[config.mk]
export PLATFORM = sky130hd
export DESIGN_NAME = memory_bank_flat
export DESIGN_NICKNAME = d
export VERILOG_FILES = /design/src/rtl/memory_bank_if.sv /design/src/rtl/memory_bank.sv /design/src/flat_wrapper.sv
export SDC_FILE = /design/constraint.sdc
export NUM_CORES = 2
export LEC_CHECK = 0
export ABC_AREA = 1
export CORE_ASPECT_RATIO = 1.75
export CORE_UTILIZATION = 55
export DETAILED_ROUTE_END_ITERATION = 10
export GPL_ROUTABILITY_DRIVEN = 0
export GPL_TIMING_DRIVEN = 0
export HOLD_SLACK_MARGIN = 0.08
export PLACE_DENSITY = 0.69
export REMOVE_ABC_BUFFERS = 1
export SYNTH_ARGS = -nofsm -noshare
export SYNTH_HDL_FRONTEND = slang
export SYNTH_SLANG_ARGS = --single-unit
[constraint.sdc]
create_clock -name clk -period 11.05 [get_ports clk]
set_clock_uncertainty 0.15 [all_clocks]
set_input_delay 2.7625 -clock clk [delete_from_list [all_inputs] [get_ports clk]]
set_output_delay 2.7625 -clock clk [all_outputs]
set_load 0.005 [all_outputs]
[src/rtl/memory_bank_if.sv]
// rtl/memory_bank_if.sv - access bundle for memory_bank
// Write port, registered read port, clear request and status flags.
interface memory_bank_if #(
  parameter int DATAWIDTH = 8,
  parameter int ADDRWIDTH = 8
);
  logic                 write;
  logic [ADDRWIDTH-1:0] address_w;
  logic [DATAWIDTH-1:0] data_in;
  logic                 read;
  logic [ADDRWIDTH-1:0] address_r;
  logic                 clear;
  logic [DATAWIDTH-1:0] data_out;
  logic                 data_valid;
  logic                 busy;
  logic                 addr_err;

  modport master (
    output write, address_w, data_in, read, address_r, clear,
    input  data_out, data_valid, busy, addr_err
  );

  modport slave (
    input  write, address_w, data_in, read, address_r, clear,
    output data_out, data_valid, busy, addr_err
  );
endinterface

[src/rtl/memory_bank.sv]
// rtl/memory_bank.sv - simple dual-port RAM with clear sequencer
// One write port, one registered read port, range checking, fill-on-clear.
module memory_bank #(
  parameter int                   DATAWIDTH      = 8,
  parameter int                   ADDRWIDTH      = 8,
  parameter int                   DEPTH          = 256,
  parameter logic [DATAWIDTH-1:0] INIT_VALUE     = '0,
  parameter int                   CLEAR_ON_RESET = 1
) (
  input  logic        clk,
  input  logic        rst_n,
  memory_bank_if.slave bus
);

  localparam int                   IDXW    = (DEPTH > 1) ? $clog2(DEPTH) : 1;
  localparam logic [ADDRWIDTH:0]   DEPTH_L = (ADDRWIDTH+1)'(DEPTH);
  localparam logic [ADDRWIDTH-1:0] LAST    = ADDRWIDTH'(DEPTH - 1);

  typedef enum logic {
    IDLE  = 1'b0,
    CLEAR = 1'b1
  } state_t;

  localparam state_t RESET_STATE = (CLEAR_ON_RESET != 0) ? CLEAR : IDLE;

  logic [DATAWIDTH-1:0] mem [DEPTH];

  state_t               state_q, state_d;
  logic [ADDRWIDTH-1:0] cnt_q, cnt_d;

  logic                 idle;
  logic                 w_ok, r_ok;
  logic                 do_write, do_read, hit, bad_access;
  logic [IDXW-1:0]      w_idx, r_idx, c_idx;

  assign idle       = (state_q == IDLE);
  assign w_ok       = ({1'b0, bus.address_w} < DEPTH_L);
  assign r_ok       = ({1'b0, bus.address_r} < DEPTH_L);
  assign do_write   = idle && bus.write && w_ok;
  assign do_read    = idle && bus.read;
  // Same-cycle write to the address being read forwards the new data.
  assign hit        = do_write && (bus.address_w == bus.address_r);
  assign bad_access = idle && ((bus.write && !w_ok) || (bus.read && !r_ok));

  // Index slices are only used when the matching range check passed.
  assign w_idx = bus.address_w[IDXW-1:0];
  assign r_idx = bus.address_r[IDXW-1:0];
  assign c_idx = cnt_q[IDXW-1:0];

  assign bus.busy = (state_q == CLEAR);

  always_ff @(posedge clk or negedge rst_n) begin
    if (!rst_n) begin
      state_q <= RESET_STATE;
      cnt_q   <= '0;
    end else begin
      state_q <= state_d;
      cnt_q   <= cnt_d;
    end
  end

  always_comb begin
    state_d = state_q;
    cnt_d   = cnt_q;
    case (state_q)
      IDLE: begin
        if (bus.clear) begin
          state_d = CLEAR;
          cnt_d   = '0;
        end
      end
      CLEAR: begin
        if (cnt_q == LAST) begin
          state_d = IDLE;
          cnt_d   = '0;
        end else begin
          cnt_d = cnt_q + 1'b1;
        end
      end
      default: begin
        state_d = IDLE;
        cnt_d   = '0;
      end
    endcase
  end

  // Storage has no reset; writes are suppressed while rst_n is low.
  always_ff @(posedge clk) begin
    if (rst_n) begin
      if (state_q == CLEAR) begin
        mem[c_idx] <= INIT_VALUE;
      end else if (do_write) begin
        mem[w_idx] <= bus.data_in;
      end
    end
  end

  always_ff @(posedge clk or negedge rst_n) begin
    if (!rst_n) begin
      bus.data_out   <= '0;
      bus.data_valid <= 1'b0;
      bus.addr_err   <= 1'b0;
    end else begin
      bus.data_valid <= do_read;
      bus.addr_err   <= bad_access;
      if (do_read) begin
        if (!r_ok) begin
          bus.data_out <= '0;
        end else if (hit) begin
          bus.data_out <= bus.data_in;
        end else begin
          bus.data_out <= mem[r_idx];
        end
      end
    end
  end

endmodule
[src/flat_wrapper.sv]
// flat-port wrapper written by rule: the top's interface ports become plain ports
module memory_bank_flat 
#(
  parameter int                   DATAWIDTH      = 8,
  parameter int                   ADDRWIDTH      = 8,
  parameter int                   DEPTH          = 256,
  parameter logic [DATAWIDTH-1:0] INIT_VALUE     = '0,
  parameter int                   CLEAR_ON_RESET = 1
)
  (clk, rst_n, bus_write, bus_address_w, bus_data_in, bus_read, bus_address_r, bus_clear, bus_data_out, bus_data_valid, bus_busy, bus_addr_err);
  memory_bank_if #(.DATAWIDTH(DATAWIDTH), .ADDRWIDTH(ADDRWIDTH)) bus_i ();
  input  logic clk;
  input  logic rst_n;
  input wire logic [$bits(bus_i.write)-1:0] bus_write;
  input wire logic [$bits(bus_i.address_w)-1:0] bus_address_w;
  input wire logic [$bits(bus_i.data_in)-1:0] bus_data_in;
  input wire logic [$bits(bus_i.read)-1:0] bus_read;
  input wire logic [$bits(bus_i.address_r)-1:0] bus_address_r;
  input wire logic [$bits(bus_i.clear)-1:0] bus_clear;
  output wire logic [$bits(bus_i.data_out)-1:0] bus_data_out;
  output wire logic [$bits(bus_i.data_valid)-1:0] bus_data_valid;
  output wire logic [$bits(bus_i.busy)-1:0] bus_busy;
  output wire logic [$bits(bus_i.addr_err)-1:0] bus_addr_err;
  assign bus_i.write = bus_write;
  assign bus_i.address_w = bus_address_w;
  assign bus_i.data_in = bus_data_in;
  assign bus_i.read = bus_read;
  assign bus_i.address_r = bus_address_r;
  assign bus_i.clear = bus_clear;
  assign bus_data_out = bus_i.data_out;
  assign bus_data_valid = bus_i.data_valid;
  assign bus_busy = bus_i.busy;
  assign bus_addr_err = bus_i.addr_err;
  memory_bank #(.DATAWIDTH(DATAWIDTH), .ADDRWIDTH(ADDRWIDTH), .DEPTH(DEPTH), .INIT_VALUE(INIT_VALUE), .CLEAR_ON_RESET(CLEAR_ON_RESET)) u_core (.clk(clk), .rst_n(rst_n), .bus(bus_i));
endmodule
; Word-level counts from Yosys, hierarchy flattened
; Memories as Yosys holds them, arrays and structs flattened.
; Cells that the tools add are included.
[op_classes]
add_sub_neg = 1
n_eq_ne = 3
n_mux = 17
bitwise = 1
n_reduce_logical = 4
[op_table]
columns = op, n
row1 = 8-bit two-way mux, 5
row2 = 8-bit one-hot mux with 2 select lines, 1
row3 = 1-bit two-way mux, 10
row4 = "8-bit by 1-bit adder with 8-bit output, second input constant", 1
row5 = 8-bit == test, 1
row6 = "8-bit == test, second input constant", 1
row7 = 8-bit OR reduction, 1
row8 = 1-bit logical AND, 3
row9 = "2-bit inequality test, second input constant", 1
row10 = 1-bit one-hot mux with 2 select lines, 1
row11 = 1-bit inverter, 1
[totals]
reg_bits = 18
mem_bits_rw = 2048
out_inout_bits = 11
elab_cells = 31
memories = 1
[memory_table]
columns = memory, depth, word_bits, rd, rd_ports_with_merged_regs, write_ports, line_no
row1 = u_core.mem, 256, 8, 1, 0, 1, memory_bank.sv:26  ; logic [DATAWIDTH-1:0] mem [DEPTH];

; Longest topological paths before layout
[logic_depth]
word_depth = 8
ltp_mapped = 17
depth_no_buf = 13

; Least setup slack after synthesis
; Ideal clock, no wire load.
[synth_timing]
path_type = in2reg
start = in rst_n
end = mem u_core.mem[0][0], data pin
arrival_time_ns = 8.952
t_required_ns = 9.508
setup_slack_ns = 0.556
cell_stages = 3
path_cell_list = nand3_4 > buf_4 > nor2_1
[synth_via]
elab_chain_len = 4
[synth_lines]
columns = item, line_no
row1 = "start, declared", flat_wrapper.sv:13  ; input logic rst_n;
row2 = 1-bit two-way mux, memory_bank.sv:89  ; if (rst_n) begin
row3 = 1-bit two-way mux (implied by the code), memory_bank.sv:93  ; mem[w_idx] <= bus.data_in;
row4 = 8-bit OR reduction (no source line), --
row5 = 8-bit two-way mux (no source line), --
row6 = "end, declared", memory_bank.sv:26
; Every way passes these cells.

; Final worst setup path
[layout_timing]
start = in bus_address_r[0]
end = reg u_core.bus.data_out[0]
[layout_via]
elab_chain_len = 3
word_cells_on_any_way = 4
classes_between = eq/ne: 1 / mux: 1 / reduce/logical: 1 / memory: 1
[layout_lines]
columns = item, line_no
row1 = "start, declared", flat_wrapper.sv:18  ; input wire logic [$bits(bus_i.address_r)-1:0] bus_address_r;
row2 = branches (longest 2 deep; another with memory read 256 x 8 bit), --
row3 = 8-bit two-way mux *, memory_bank.sv:109  ; end else if (hit) begin
row4 = "end signal, assigned", memory_bank.sv:110  ; bus.data_out <= bus.data_in;
row5 = "end signal, assigned", memory_bank.sv:112  ; bus.data_out <= mem[r_idx];
row6 = "end, declared", memory_bank_if.sv:25  ; output data_out, data_valid, busy, addr_err
; Every way passes the cells marked *.
; A chain may end at the register's enable or synchronous reset.

==> results.sh <==
export IMPL_min_period_over_period_pct=69.67
export IMPL_grt_overflow_total=0
export IMPL_avgRoutedWirePerCell_um=23.74
export IMPL_utilization_pct=60.91
export IMPL_synth_seq_cells=2066
export IMPL_die_w_um=297.9
export IMPL_yosysTopAreaCell="edfxtp_1"
export IMPL_fin_crit_ns=7.699
export IMPL_grt_max_degree=243
export IMPL_avgSynthCellArea_um2=11.81
export IMPL_synth_seq_area_share_pct=73.49
export IMPL_worstPathArrival_ns=8.29
export IMPL_yosys_warnings=0
export IMPL_cts_buffer_depth=3
export IMPL_synthArstFlopShare_pct=0.8712
export IMPL_hold_class="reg -> reg"
export IMPL_clock_power_share_pct=37.3
export IMPL_pwr_share_seq_pct=54.7
export IMPL_dpl_cell_count=8789
export IMPL_worst_ep_required_time_ns=11.64
export IMPL_numPortBuffers=38
export IMPL_power_leakage_nw=32.27
export IMPL_cts_root_buffer="clkbuf_16"
export IMPL_grt_usage_pct=27.82
export IMPL_end_kind="register"
export IMPL_fin_tns_setup_ns=0
export IMPL_synth_edf_count=2048
export IMPL_drt_iter0_markers=5744
export IMPL_finalHoldViolations=0
export IMPL_startpoint_type="primary input"
export IMPL_p_per_area_nw_per_um2=170.5
export IMPL_violations="capacitance limit, slew limit"
export IMPL_grt_pass1_wl_mm=323.6
export IMPL_finalNonFillerCells=9098
export IMPL_ant_nets=0
export IMPL_synth_ff_type="edfxtp_1"
export IMPL_numCtsBuffers=166
export IMPL_tightest_slew_ns=1.652
export IMPL_fin_nets=6982
export IMPL_dieArea_um2=154900
export IMPL_sw_frac_of_total_pct=23.46
export IMPL_power_mw=15.76
export IMPL_antenna_found_initial=5
export IMPL_clock_fmax_mhz=129.9
export IMPL_combinationalPowerShare_pct=8.0
export IMPL_r2r_slack_ns=6.49
export IMPL_dieHeight_um=519.9
export IMPL_status="finished with violations"
export IMPL_slew_viol_final=14
export IMPL_grt_pass1_vias=53294
export IMPL_post_cts_setup_buffers=0
export IMPL_synth_area_um2=84300
export IMPL_max_vdd_ir_drop_v=0.0001476
export IMPL_cts_tree="done"
export IMPL_seqCellArea_um2=61950
export IMPL_slew_limit_headroom_pct=-10.43
export IMPL_io_pins=40
export IMPL_synth_cell_type_count=33
export IMPL_initial_utilization_pct=55.52
export IMPL_netlist_instances=7139
export IMPL_p_sw_mw=3.699
export IMPL_post_dp_hpwl_mm=131.6
export IMPL_cts_max_level=4
export IMPL_drc=0
export IMPL_synthTopCellsByArea="edfxtp_1, nand3_1, nand2_1"
export IMPL_postCtsHoldBufs=0
export IMPL_cts_repair_resized=0
export IMPL_vias=54291
export IMPL_multi_input_area_um2=19820
export IMPL_drive_gt1_share_pct=5.516
export IMPL_cts_clk_slew_worst_paths_ns=0.07
export IMPL_routed_via_density=5.967
export IMPL_worstSetupPathType="in -> reg"
export IMPL_p_int_mw=12.07
export IMPL_wirelength_mm=216.0
export IMPL_dr_pass1_iters=6
export IMPL_filler_cell_count=11499
export IMPL_finalSetupViolations=0
export IMPL_hold_ws_ns=0.3337
export IMPL_clkLatencyLatePin_ns=0.80
export IMPL_synth_top_cell_area_share_pct=72.96
export IMPL_core_um2=151800
export IMPL_path_max_fanout=242
export IMPL_clock_sinks=2066
export IMPL_rsz0062_at_grt="false"
export IMPL_drv_cap=2
export IMPL_placementRows=189
export IMPL_area_growth_syn_to_layout_pct=9.697
==> area by class of cell <==
type | count | share of cell area [%]
sequential | 2066 | 67.00
multi-input combinational | 4524 | 21.44
clock buffer | 196 | 4.614
timing repair buffer | 132 | 2.813
tap | 2005 | 2.713
clock inverter | 109 | 1.123
inverter | 62 | 0.2936
antenna | 4 | 0.01082
==> cells in the final DEF, fill, tap and decap left out, types with 7 or more instances in the layout <==
master	instances
nand2_1	2122
edfxtp_1	2048
nand3_1	2035
nor2_1	285
clkbuf_16	166
buf_12	50
inv_1	47
clkinv_1	44
buf_16	44
clkdlybuf4s50_1	32
clkbuf_1	30
clkinv_2	29
nand2_2	19
dfrtp_1	17
bufinv_16	15
a21oi_1	10
nor2_4	9
o21ai_0	8
inv_2	7
o21ai_2	7
inv_6	7
clkinv_8	7
==> sequential cells by signal, summed over array words and instances, names as in the netlist <==
name                   flops
u_core.bus.busy            1
u_core.c_idx               8
u_core.mem              2048
u_core.bus.data_out        8
u_core.bus.data_valid      1
==> synthesized netlist by cell type, types with 4 or more instances <==
| master | n |
|---|---|
| a21oi_1 | 10 |
| clkbuf_1 | 93 |
| o21ai_0 | 8 |
| nor2_1 | 293 |
| xor2_1 | 6 |
| buf_1 | 33 |
| nand2_2 | 4 |
| nor2_2 | 4 |
| o21ai_2 | 7 |
| dfrtp_1 | 17 |
| nand2_1 | 2137 |
| inv_2 | 8 |
| buf_4 | 27 |
| nand3_1 | 2035 |
| buf_2 | 328 |
| buf_6 | 6 |
| edfxtp_1 | 2048 |
| o22ai_1 | 6 |
| inv_1 | 50 |
==> power by group through the flow <==
stage	registers (mW)	logic, mW	clock network, mW
2_1_floorplan	8.80	0.645	0
3_3_place_gp	8.82	1.56	0
3_5_place_dp	8.80	1.23	0
4_1_cts	8.63	1.23	5.92
5_1_grt	8.63	1.33	6.20
6_report	8.63	1.26	5.88
==> cell families (layout without fill, tap and decap cells) <==
group,count (synthesis),in the layout,share of synthesized area (%)
compound gates,33,33,0.2449
xor+xnor,7,7,0.07273
fa+ha+maj,1,1,0.01484
buf+inv,549,499,3.108
flops,2066,2066,73.49
other cells,1,5,0.004449
simple gates,4482,4482,23.06
==> metrics by stage <==
stage                     cell area (um2)  worst slack [ns]
after floorplan                     81910            0.5573
after global placement              84800           -100.31
after detailed placement            87150             2.551
after CTS                           92460             3.407
after global routing                92460             2.923
final                               92470             3.351
==> worst paths after layout <==
path,end,startpoint,cells after the start
worst max-delay path,u_core.bus.data_out[0]$_DFFE_PN0P_,bus_address_r[0],19
worst min-delay path,u_core.bus.data_out[3]$_DFFE_PN0P_,u_core.bus.data_out[3]$_DFFE_PN0P_,2
worst max register to register,u_core.mem[216][2]$_DFFE_PP_,u_core.bus.busy$_DFF_PN1_,9
worst min register to register,u_core.bus.data_out[3]$_DFFE_PN0P_,u_core.bus.data_out[3]$_DFFE_PN0P_,2
max in group asynchronous,u_core.bus.data_out[6]$_DFFE_PN0P_,rst_n,1
min in group asynchronous,u_core.bus.data_out[7]$_DFFE_PN0P_,rst_n,1
==> metal layers <==
metal | routed length [um] | global-route usage, % | share of wire, % | vias to the layer above
met2 | 109300 | 47.84 | 51 | 2387
met5 | 0 | 0 | 0 | -
met4 | 15330 | 17.98 | 7.1 | 0
met1 | 76160 | 32.63 | 35 | 26401
met3 | 15210 | 4.039 | 7.0 | 594
li1 | - | - | - | 24909
==> critical path, cell delays in order <==
cell	delay, ns
buf_8	0.22
buf_16	0.33
inv_16	0.32
buf_16	0.67
buf_16	0.42
buf_16	0.39
buf_16	0.46
nand2_1	0.10
nand3_1	0.14
nand3_1	0.15
nand3_1	0.13
nand3_1	0.30
nand3_1	0.28
nand3_1	0.34
nand3_1	0.15
nand2_1	0.15
nand2_1	0.11
nand2_1	0.06
nand2_1	0.06
(Power assumes the default switching activity.)
==> patch: new RTL, same flow settings <==
`DATAWIDTH` is set to 8 in 3 places; all go to 9.
--- a/src/rtl/memory_bank_if.sv
+++ b/src/rtl/memory_bank_if.sv
@@ -1,7 +1,7 @@
 // rtl/memory_bank_if.sv - access bundle for memory_bank
 // Write port, registered read port, clear request and status flags.
 interface memory_bank_if #(
-  parameter int DATAWIDTH = 8,
+  parameter int DATAWIDTH = 9,
   parameter int ADDRWIDTH = 8
 );
   logic                 write;
--- a/src/rtl/memory_bank.sv
+++ b/src/rtl/memory_bank.sv
@@ -1,7 +1,7 @@
 // rtl/memory_bank.sv - simple dual-port RAM with clear sequencer
 // One write port, one registered read port, range checking, fill-on-clear.
 module memory_bank #(
-  parameter int                   DATAWIDTH      = 8,
+  parameter int                   DATAWIDTH      = 9,
   parameter int                   ADDRWIDTH      = 8,
   parameter int                   DEPTH          = 256,
   parameter logic [DATAWIDTH-1:0] INIT_VALUE     = '0,
--- a/src/flat_wrapper.sv
+++ b/src/flat_wrapper.sv
@@ -1,7 +1,7 @@
 // flat-port wrapper written by rule: the top's interface ports become plain ports
 module memory_bank_flat 
 #(
-  parameter int                   DATAWIDTH      = 8,
+  parameter int                   DATAWIDTH      = 9,
   parameter int                   ADDRWIDTH      = 8,
   parameter int                   DEPTH          = 256,
   parameter logic [DATAWIDTH-1:0] INIT_VALUE     = '0,
Ports: changed (resized bus_data_in and bus_data_out); port bits go from 40 to 42. The function was not compared with the original's and may differ.
==> patch against the original RTL <==
Setup slack got worse by 0.035 ns; synthesized area increased by 13%; routed wire length up 12%; sequential cell count is 257 higher; final cell count grew 12%; total power grew 9.7%; sequential power rose by 10%; final area up 13%; clock power up 16%.
==> patch: results (changes against the original RTL) <==
- Asr flop ratio synth: 0.8179% (was 0.8712%)
- First DRT Iteration DRCs: 7,402 (was 5,744)
- Most frequent cells after synthesis: nand2_1, edfxtp_1, nand3_1 (unchanged)
- Post-place setup slack: 2.939 ns (was 2.551 ns)
- Reg-to-reg slack, setup: 7.02 ns (was 6.49 ns)
- CP arrival: 8.33 ns (was 8.29 ns)
- Sequential share of the synthesized area: 73.15% (was 73.49%)
- Placed instance area: 97,810 um^2 (was 87,150 um^2)
- Min setup slack post-route: 3.316 ns (was 3.351 ns)
- EDFF count, synth: 2,304 (was 2,048)
- Routed len/inst: 23.81 um (was 23.74 um)
- I/O Buffers: 40 (was 38)
- Switching fraction of total power: 21.56% (was 23.46%)
- WHS: 0.3409 ns (was 0.3337 ns)
- Longest Clk Path Bufs: 4 (was 3)
- Crit Path Max Fanout: 216 (was 242)
- Worst-Margin Slew: 1.355 ns (was 1.652 ns)
- DRT Pass-1 Iters: 9 (was 6)
- Worst setup endpoint: u_core.bus.data_out[3] (was u_core.bus.data_out[0])
- Status: completed (was finished, violations left)
- Hold Startpoint: u_core.bus.data_out[0] (was u_core.bus.data_out[3])
- Layout fillers: 12,880 (was 11,500)
- Crit-path max cell delay: 0.59 ns (was 0.67 ns)
- Cts bufs inserted: 198 (was 166)
- Max FFs per register: 2,304 (was 2,048)
- Post-DP HPWL: 148,000 um (was 131,600 um)
- Placed cells: 9,815 (was 8,789)
- Share of cells above drive strength 1: 5.835% (was 5.516%)
- Post-synth cell types: 42 (was 33)
- Main area contributors after synthesis: edfxtp_1, nand3_1, nand2_1, buf_2, nor2_1 (unchanged)
- First-pass GRT wire length: 358,600 um (was 323,600 um)
- Worst VDD drop: 126.2 uV (was 147.6 uV)
- Vias in the first global route: 58,470 (was 53,290)
- Initial antenna violation count: 2 (was 5)
- Via Count: 60,530 (was 54,290)
- Final non-filler cell total: 10,170 (was 9,098)
- Hold EP: u_core.bus.data_out[0] (was u_core.bus.data_out[3])
## patch: cell count changes in the layout (fill, tap and decap cells not counted), moves of 7 or more
cell / unedited run / this run
buf_12: 50 / 65
clkbuf_16: 166 / 201
clkinv_2: 29 / 45
clkinv_8: 7 / 0
edfxtp_1: 2048 / 2304
inv_1: 47 / 55
nand2_1: 2122 / 2377
nand3_1: 2035 / 2289
## patch: power by group through the flow
stage                     Clock, mW  Combinational, mW  Sequential (mW)
after floorplan                   0              0.610             9.72
after global placement            0               1.80             9.72
after detailed placement          0              0.922             9.72
after CTS                      6.87              0.926             9.53
after global routing           7.17               1.02             9.52
final                          6.82              0.945             9.53
## patch: worst register-to-register path, cell delays in order (launching register included)
cell     delay [ns]
dfstp_2        0.64
inv_4          0.09
nand3_4        0.36
nand2_1        0.13
o21ai_2        0.13
inv_1          0.14
nor2_2         0.37
nand2_1        0.69
nor2_1         0.97
## patch: logic make-up (layout without fill, tap and decap cells)
logic type | Yosys count | count (layout) | synth area share [%]
simple gates | 5001 | 5001 | 22.82
flops | 2323 | 2323 | 73.15
buf+inv | 612 | 570 | 3.725
compound gates | 34 | 34 | 0.2418
xor+xnor | 5 | 5 | 0.04598
fa+ha+maj | 1 | 1 | 0.01314
other cells | 1 | 5 | 0.003938
## patch: per-layer routing
metal  wire length [um]  up-vias  GRT usage (%)
met2             122700     2610          46.76
li1                   -    27860              -
met3              16540      688          3.540
met4              17340        2          17.59
met5                 12        -              0
met1              85550    29370          32.45
## patch: layout make-up
cell class / instances / area share (%)
tap: 2233 / 2.685
clock inverter: 123 / 1.050
inverter: 68 / 0.2862
antenna: 4 / 0.009620
clock buffer: 230 / 4.939
timing repair buffer: 149 / 2.811
multi-input combinational: 5042 / 21.27
sequential: 2323 / 66.95
